`config.mk`:
```
export PLATFORM = sky130hd
export DESIGN_NAME = vector_sequencer
export DESIGN_NICKNAME = d
export VERILOG_FILES = /design/src/rtl/vseq_pkg.sv /design/src/rtl/vseq_watchdog.sv /design/src/rtl/vector_sequencer.sv
export SDC_FILE = /design/constraint.sdc
export NUM_CORES = 1
export LEC_CHECK = 0
export ABC_AREA = 1
export BUFFER_PORTS_ARGS = -buffer_cell sky130_fd_sc_hd__buf_2
export CAP_MARGIN = 20
export CORE_ASPECT_RATIO = 0.5
export CORE_MARGIN = 2
export CORE_UTILIZATION = 40
export CTS_CLUSTER_DIAMETER = 40
export DETAILED_ROUTE_END_ITERATION = 8
export GPL_ROUTABILITY_DRIVEN = 0
export GPL_TIMING_DRIVEN = 1
export PLACE_DENSITY = 0.69
export SKIP_CTS_REPAIR_TIMING = 1
export SYNTH_ARGS = -nofsm -noshare
export SYNTH_HDL_FRONTEND = slang
export SYNTH_HIERARCHICAL = 1
export SYNTH_SLANG_ARGS = --single-unit
```
`constraint.sdc`:
```
create_clock -name clk -period 2 [get_ports clk]
set_input_delay 0.2 -clock clk [delete_from_list [all_inputs] [get_ports clk]]
set_output_delay 0.2 -clock clk [all_outputs]
set_load 0.02 [all_outputs]
```
`src/rtl/vseq_pkg.sv`:
```
// Shared types and default widths for the vector sequencer.
package vseq_pkg;

  typedef enum logic [2:0] {
    ST_IDLE,
    ST_ISSUE,
    ST_WAIT,
    ST_OUT,
    ST_FINISH
  } state_e;

  localparam int unsigned VSEQ_ADDR_W        = 8;
  localparam int unsigned VSEQ_WORDS_PER_VEC = 10;
  localparam int unsigned VSEQ_NVEC_W        = 4;
  localparam int unsigned VSEQ_Q_W           = 160;
  localparam int unsigned VSEQ_TIMEOUT_CYC   = 1024;

  // Counter width able to hold 0 .. limit-1.
  function automatic int unsigned vseq_cnt_w(input int unsigned limit);
    return (limit < 2) ? 1 : $clog2(limit);
  endfunction

endpackage

```
`src/rtl/vseq_watchdog.sv`:
```
// WAIT-state watchdog for vector_sequencer; only built when VSEQ_TIMEOUT_EN is defined.
`ifdef VSEQ_TIMEOUT_EN
module vseq_watchdog
  import vseq_pkg::*;
#(
  parameter int unsigned TIMEOUT_CYC = VSEQ_TIMEOUT_CYC
) (
  input  logic clk,
  input  logic rst_n,
  input  logic clear_i,
  input  logic enable_i,
  output logic expired_o
);

  localparam int unsigned CNT_W = vseq_cnt_w(TIMEOUT_CYC);
  localparam logic [CNT_W-1:0] CNT_LAST = CNT_W'(TIMEOUT_CYC - 1);

  logic [CNT_W-1:0] cnt_q, cnt_d;

  // Fires on the TIMEOUT_CYC-th enabled cycle after a clear.
  assign expired_o = enable_i && (cnt_q == CNT_LAST);

  always_comb begin
    cnt_d = cnt_q;
    if (clear_i) begin
      cnt_d = '0;
    end else if (enable_i && !expired_o) begin
      cnt_d = cnt_q + CNT_W'(1);
    end
  end

  always_ff @(posedge clk or negedge rst_n) begin
    if (!rst_n) begin
      cnt_q <= '0;
    end else begin
      cnt_q <= cnt_d;
    end
  end

endmodule
`endif

```
`src/rtl/vector_sequencer.sv`:
```
// Steps the compute core through a batch of input vectors and hands each result downstream.
// Optional WAIT watchdog and sticky err flag enabled by defining VSEQ_TIMEOUT_EN.
module vector_sequencer
  import vseq_pkg::*;
#(
  parameter int unsigned ADDR_W        = VSEQ_ADDR_W,
  parameter int unsigned WORDS_PER_VEC = VSEQ_WORDS_PER_VEC,
  parameter int unsigned NVEC_W        = VSEQ_NVEC_W,
  parameter int unsigned Q_W           = VSEQ_Q_W
`ifdef VSEQ_TIMEOUT_EN
  ,
  parameter int unsigned TIMEOUT_CYC   = VSEQ_TIMEOUT_CYC
`endif
) (
  input  logic              clk,
  input  logic              rst_n,
  input  logic              start,
  input  logic              abort,
  input  logic [NVEC_W-1:0] num_vec,
  output logic [ADDR_W-1:0] core_addr,
  output logic              core_start,
  input  logic              core_done,
  input  logic [Q_W-1:0]    core_q,
  output logic [Q_W-1:0]    q,
  output logic              q_valid,
  input  logic              q_ready,
  output logic              busy,
  output logic              done,
  output logic              err
);

  state_e            state_q;
  logic [NVEC_W-1:0] num_vec_q;
  logic [NVEC_W-1:0] vec_idx_q;
  logic [NVEC_W-1:0] vec_idx_d;
  logic [ADDR_W-1:0] core_addr_q;
  logic [ADDR_W-1:0] core_addr_d;
  logic              core_start_q;
  logic [Q_W-1:0]    result_q;
  logic              q_valid_q;
  logic              busy_q;
  logic              done_q;
  logic              last_vec;
  logic              wd_expired;

  assign vec_idx_d   = vec_idx_q + NVEC_W'(1);
  // Base address wraps silently in ADDR_W bits.
  assign core_addr_d = ADDR_W'(vec_idx_q) * ADDR_W'(WORDS_PER_VEC);
  assign last_vec    = (vec_idx_d == num_vec_q);

`ifdef VSEQ_TIMEOUT_EN
  logic err_q;

  vseq_watchdog #(
    .TIMEOUT_CYC (TIMEOUT_CYC)
  ) u_watchdog (
    .clk       (clk),
    .rst_n     (rst_n),
    .clear_i   (state_q == ST_ISSUE),
    .enable_i  (state_q == ST_WAIT),
    .expired_o (wd_expired)
  );

  assign err = err_q;
`else
  assign wd_expired = 1'b0;
  assign err        = 1'b0;
`endif

  always_ff @(posedge clk or negedge rst_n) begin
    if (!rst_n) begin
      state_q      <= ST_IDLE;
      num_vec_q    <= '0;
      vec_idx_q    <= '0;
      core_addr_q  <= '0;
      core_start_q <= 1'b0;
      result_q     <= '0;
      q_valid_q    <= 1'b0;
      busy_q       <= 1'b0;
      done_q       <= 1'b0;
`ifdef VSEQ_TIMEOUT_EN
      err_q        <= 1'b0;
`endif
    end else begin
      core_start_q <= 1'b0;
      done_q       <= 1'b0;
      // Abort outranks every other event, including a same-cycle core_done or handshake.
      if (abort && (state_q != ST_IDLE)) begin
        state_q   <= ST_IDLE;
        q_valid_q <= 1'b0;
        busy_q    <= 1'b0;
      end else begin
        case (state_q)
          ST_IDLE: begin
            if (start) begin
              num_vec_q <= num_vec;
              vec_idx_q <= '0;
              busy_q    <= 1'b1;
`ifdef VSEQ_TIMEOUT_EN
              err_q     <= 1'b0;
`endif
              state_q   <= (num_vec == '0) ? ST_FINISH : ST_ISSUE;
            end
          end
          ST_ISSUE: begin
            core_addr_q  <= core_addr_d;
            core_start_q <= 1'b1;
            state_q      <= ST_WAIT;
          end
          ST_WAIT: begin
            if (core_done) begin
              result_q  <= core_q;
              q_valid_q <= 1'b1;
              state_q   <= ST_OUT;
            end else if (wd_expired) begin
`ifdef VSEQ_TIMEOUT_EN
              err_q     <= 1'b1;
`endif
              state_q   <= ST_FINISH;
            end
          end
          ST_OUT: begin
            if (q_ready) begin
              q_valid_q <= 1'b0;
              vec_idx_q <= vec_idx_d;
              state_q   <= last_vec ? ST_FINISH : ST_ISSUE;
            end
          end
          ST_FINISH: begin
            done_q  <= 1'b1;
            busy_q  <= 1'b0;
            state_q <= ST_IDLE;
          end
          default: begin
            state_q <= ST_IDLE;
          end
        endcase
      end
    end
  end

  assign core_addr  = core_addr_q;
  assign core_start = core_start_q;
  assign q          = result_q;
  assign q_valid    = q_valid_q;
  assign busy       = busy_q;
  assign done       = done_q;

endmodule

```
# Word-level counts from Yosys, hierarchy flattened
# Index checks and enable logic that the tools add are counted.
[word_totals]
wordCells = 57
register_bits = 182
[op_classes]
n_bitwise = 1
n_eq_ne = 10
multipliers = 1
n_reduce_logical = 14
muxes = 21
addsub = 1
[ops]
columns = ["cell", "count"]
rows = [
  ["$mux W3", 6],
  ["$pmux W3 S4", 1],
  ["$reduce_and A3 Y1", 4],
  ["$mux W1", 9],
  ["$ne A3 B3 Y1 const B", 3],
  ["$reduce_bool A3 Y1", 3],
  ["$mux W4", 2],
  ["$pmux W4 S2", 1],
  ["$mul A4 B3 Y7 const B", 1],
  ["$eq A3 B2 Y1 const B", 2],
  ["$add A4 B1 Y4 const B", 1],
  ["$eq A4 B4 Y1", 1],
  ["$logic_not A4 Y1", 1],
  ["$ne A2 B2 Y1 const B", 2],
  ["$pmux W1 S2", 2],
  ["$reduce_and A2 Y1", 2],
  ["$reduce_and A4 Y1", 1],
  ["$eq A3 B1 Y1 const B", 1],
  ["$eq A3 B3 Y1 const B", 1],
  ["$logic_not A3 Y1", 1],
  ["$reduce_bool A2 Y1", 1],
  ["$logic_and A1 B1 Y1", 1],
  ["$not A1 Y1", 1],
]

# Longest topological paths before layout
[depth]
ltp_word = 6
mapped_depth = 11
depth_no_buf = 11

# Least setup slack after synthesis
# No wires, ideal clock.
[synth_timing]
kind = "register to register"
start = "register vec_idx_q[3]"
end = "register core_addr_q[6] (netlist: core_addr[6])"
path_buffers = 0
slack_ns = 0.398
t_required_ns = 1.917
period_less_slack_ns = 1.602
setup_time_ns = 0.083
stages_incl_launch_ff = 7
t_arrival_ns = 1.519
path_cell_list = "dfrtp_1 -> ha_1 -> ha_1 -> inv_1 -> fa_1 -> xor2_1 -> o21ai_0"
[synth_between]
elab_chain_len = 1
[synth_lines]
columns = ["item", "line_no", "source"]
rows = [
  ["start: declaration", "vector_sequencer.sv:34", "logic [NVEC_W-1:0] vec_idx_q;"],
  ["start signal: assignment", "vector_sequencer.sv:125", "vec_idx_q <= vec_idx_d;"],
  ["$mul A4 B3 Y7", "vector_sequencer.sv:48", "assign core_addr_d = ADDR_W'(vec_idx_q) * ADDR_W'(WORDS_PER_VEC);"],
  ["end signal: assignment", "vector_sequencer.sv:106", "core_addr_q <= core_addr_d;"],
  ["end: declaration", "vector_sequencer.sv:36", "logic [ADDR_W-1:0] core_addr_q;"],
]
# Every way passes these cells.
# A chain may end at the register's enable or synchronous reset.

# Final worst setup path
[layout_timing]
start = "register state_q[1]"
end = "register result_q[56] (netlist: q[56])"
[layout_between]
elab_chain_len = 4
elab_cells_between_ends = 5
cone_classes = "1 x eq/ne; 1 x bitwise; 3 x reduce/logical"
[layout_lines]
columns = ["item", "line_no", "source"]
rows = [
  ["start: declaration", "vector_sequencer.sv:32", "state_e state_q;"],
  ["start signal: assignment", "vector_sequencer.sv:102", "state_q <= (num_vec == '0) ? ST_FINISH : ST_ISSUE;"],
  ["start signal: assignment", "vector_sequencer.sv:126", "state_q <= last_vec ? ST_FINISH : ST_ISSUE;"],
  ["$reduce_bool A3 Y1", "vector_sequencer.sv:88", "if (abort && (state_q != ST_IDLE)) begin"],
  ["$logic_and A1 B1 Y1", "vector_sequencer.sv:88", ""],
  ["$not A1 Y1 (no line)", "-", ""],
  ["$reduce_and A3 Y1 (no line) (*)", "-", ""],
  ["end signal: assignment", "vector_sequencer.sv:112", "result_q <= core_q;"],
  ["end: declaration", "vector_sequencer.sv:39", "logic [Q_W-1:0] result_q;"],
]
# Mark *: on every way between the ends. The rest lies on a longest branch, timed or not.

==> summary.md <==
| Metric | Value |
|---|---|
| Initial antenna violation count | `1` |
| Worst Hold Class | `primary input to flip-flop` |
| Total Power | `17.8 mW` |
| Most area-consuming cells after synthesis | `dfrtp_1 60%, mux2_4 20%, mux2_2 9.0%, nand2_1 2.3%, buf_6 1.6%` |
| GRT Util Overall | `17.5%` |
| Htree depth | `4` |
| Synth Instances | `491` |
| Final hold vios | `0` |
| Fill cells | `1481` |
| Worst EP required | `2.30 ns` |
| Largest net degree at the start of global routing | `61` |
| Cell Count, Final, Fillers Out | `1177` |
| Post-synth EDFFs | `0` |
| Max clock buf depth | `2` |
| Worst stage delay on the critical path | `0.42 ns` |
| Clock Latency Late Sink | `0.41 ns` |
| Final setup violation count | `0` |
| Register bit total from synthesis | `182` |
| Setup TNS | `0 ns` |
| DRC | `0` |
| Worst-path fanout max | `14` |
| Starting Density | `40.8%` |
| Cell Pwr Density | `1650 nW/µm²` |
| Placed cell count | `1082` |
| CTS tree | `yes` |
| Post-synth top area share | `60.5%` |
| Detailed Place HPWL | `13.4 mm` |
| # clock sinks | `182` |
| Crit. End Element | `flip-flop` |
| DR pass1 iterations | `5` |
| Die area | `20000 µm²` |
| Total gr overflow | `0` |
| Global-route wire length before repair | `27.2 mm` |
| Status | `finished, final reports clean` |
| PnR worst setup slack | `0.180 ns` |
| Nets@finish | `1081` |
| Synth cell types | `29` |
| Violation count after the first detailed-routing iteration | `198` |
| DP Area | `9560 µm²` |
| Core Area | `18400 µm²` |
| Share of cells above drive strength 1 | `59.9%` |
| Count leader, synth | `dfrtp_1` |
| VDD IR max | `0.769 mV` |
| Clock Skew | `0.0101 ns` |
| Final period utilization | `91.0%` |
| Die height | `101 µm` |
| Vias/cell | `4.48` |
| Via count | `5273` |
| Syn. warnings | `6` |
| Clock slew at reported path FFs | `0.07 ns` |
| Sequential area share after synthesis | `60.5%` |
| Place WS | `0.191 ns` |
| Area grow syn2layout | `43.8%` |
| Post-route ant nets | `0` |
| Mean Syn Cell Area | `15.3 µm²` |
| Arr. time, crit path | `2.12 ns` |
| Total of max-cap violations | `0` |
| Critical path's slowest cell | `dfrtp_1` |
| Final Instance Area | `10800 µm²` |
| Max-slew violations | `0` |
| Largest area contributor in the netlist | `dfrtp_1` |
| Rows | `35` |
| Standby leakage power | `5.82 nW` |
| Width of the die | `198 µm` |
| Most used DFF post-synth | `dfrtp_1` |
| CTS Buf Count | `17` |
| I/O pins | `343` |
| WL/cell | `16.0 µm` |
| RSZ-0062 raised after global routing | `no` |
| Buffers on Ports | `340` |
| Crit Path Class | `flip-flop to flip-flop` |
| Min cycle time layout | `1.82 ns` |
| Synth cell count leaders | `182 x dfrtp_1, 100 x mux2_4, 60 x mux2_2` |
| FMAX | `549 MHz` |
| Synthesized cell area | `7530 µm²` |
| Type of origin of the critical path | `flip-flop` |
| Vias in the first global route | `5262` |
| Post-synthesis async set-or-reset flop share | `100%` |
| Crit-path cells | `nor2_2, nand2_1, nand2_2, nand3_4, buf_4, mux2_4` |
| DRT Wirelength | `18.8 mm` |
| Clock root cell | `clkbuf_16` |
==> final cells by class <==
cell class	instances	area [µm²]	share of cell area [%]
Sequential cell	182	4550	42.1
Tap cell	259	324	2.99
Clock inverter	13	193	1.78
Clock buffer	18	439	4.06
Multi-Input combinational cell	264	2720	25.1
Timing Repair Buffer	415	2500	23.1
Inverter	25	93.8	0.867
Antenna cell	1	2.50	0.0231
==> stage by stage <==
step,utilization [%],hold WS (ns)
finish,58.7,0.0111
global route,58.7,0.000139
CTS,55.3,-0.376
detailed placement,51.9,0.0773
global placement,51.9,0.0773
floorplan,-,-0.0956
==> placed cells by master (no fill, tap or decap), types with 2 or more instances in the layout <==
cell           count
a21oi_1            3
buf_12             6
buf_2            339
buf_4              6
bufinv_16          4
clkbuf_16         17
clkinv_2           2
conb_1             2
dfrtp_1          182
dlygate4sd3_1     63
ha_1               5
inv_1             24
inv_6              5
mux2_2            60
mux2_4           100
nand2_1           46
nand3_1           10
nand4_1            3
nor2_1             6
nor2_2             2
nor3_1             2
o21ai_0           14
o22ai_1            2
==> metal layers <==
layer	wire, µm	vias up	GRT usage, %
met5	0	-	0
met4	174	0	6.65
met3	821	13	4.65
met2	9900	134	29.3
met1	7890	2630	22.0
li1	-	2496	-
==> cell families (layout without fill, tap and decap cells) <==
| logic type | count (synthesis) | in the layout | share of synthesized area [%] |
|---|---|---|---|
| fa+ha+maj | 6 | 6 | 1.10 |
| other cells | 1 | 3 | 0.0498 |
| flops | 182 | 182 | 60.5 |
| simple gates | 75 | 75 | 4.37 |
| compound gates | 20 | 20 | 1.40 |
| xor+xnor | 1 | 1 | 0.116 |
| mux | 160 | 160 | 28.9 |
| buf+inv | 46 | 471 | 3.59 |
==> report_power, final <==
part | total (mW) | switching [mW] | internal, mW
Sequential | 6.44 | 1.00 | 5.44
Combinational | 7.76 | 4.12 | 3.64
Clock | 3.62 | 1.47 | 2.15
==> worst max-delay path: cells and delay by family, from the launching register on <==
family / cells / cell delay, ns
DFF: 1 / 0.42
and+or+nand+nor: 4 / 0.64
muxes: 1 / 0.32
buffers and inverters: 1 / 0.31
==> state kept, by name (all words and copies together) (netlist names) <==
| register | count |
|---|---|
| busy | 1 |
| core_addr | 7 |
| core_start | 1 |
| done | 1 |
| num_vec_q | 4 |
| q | 160 |
| q_valid | 1 |
| state_q | 3 |
| vec_idx_q | 4 |
==> final timing paths <==
path / slack, ns / cells past startpoint / endpoint / startpoint
min: 0.01 / 2 / q[124] / core_q[124]
max reg2reg: 0.18 / 6 / q[56] / state_q[1]
max in group asynchronous: 1.12 / 3 / q[150] / rst_n
max: 0.18 / 6 / q[56] / state_q[1]
min in group asynchronous: 0.23 / 2 / q[7] / rst_n
min reg2reg: 0.48 / 2 / core_addr[3] / core_addr[3]
(Power assumes the default switching activity.)
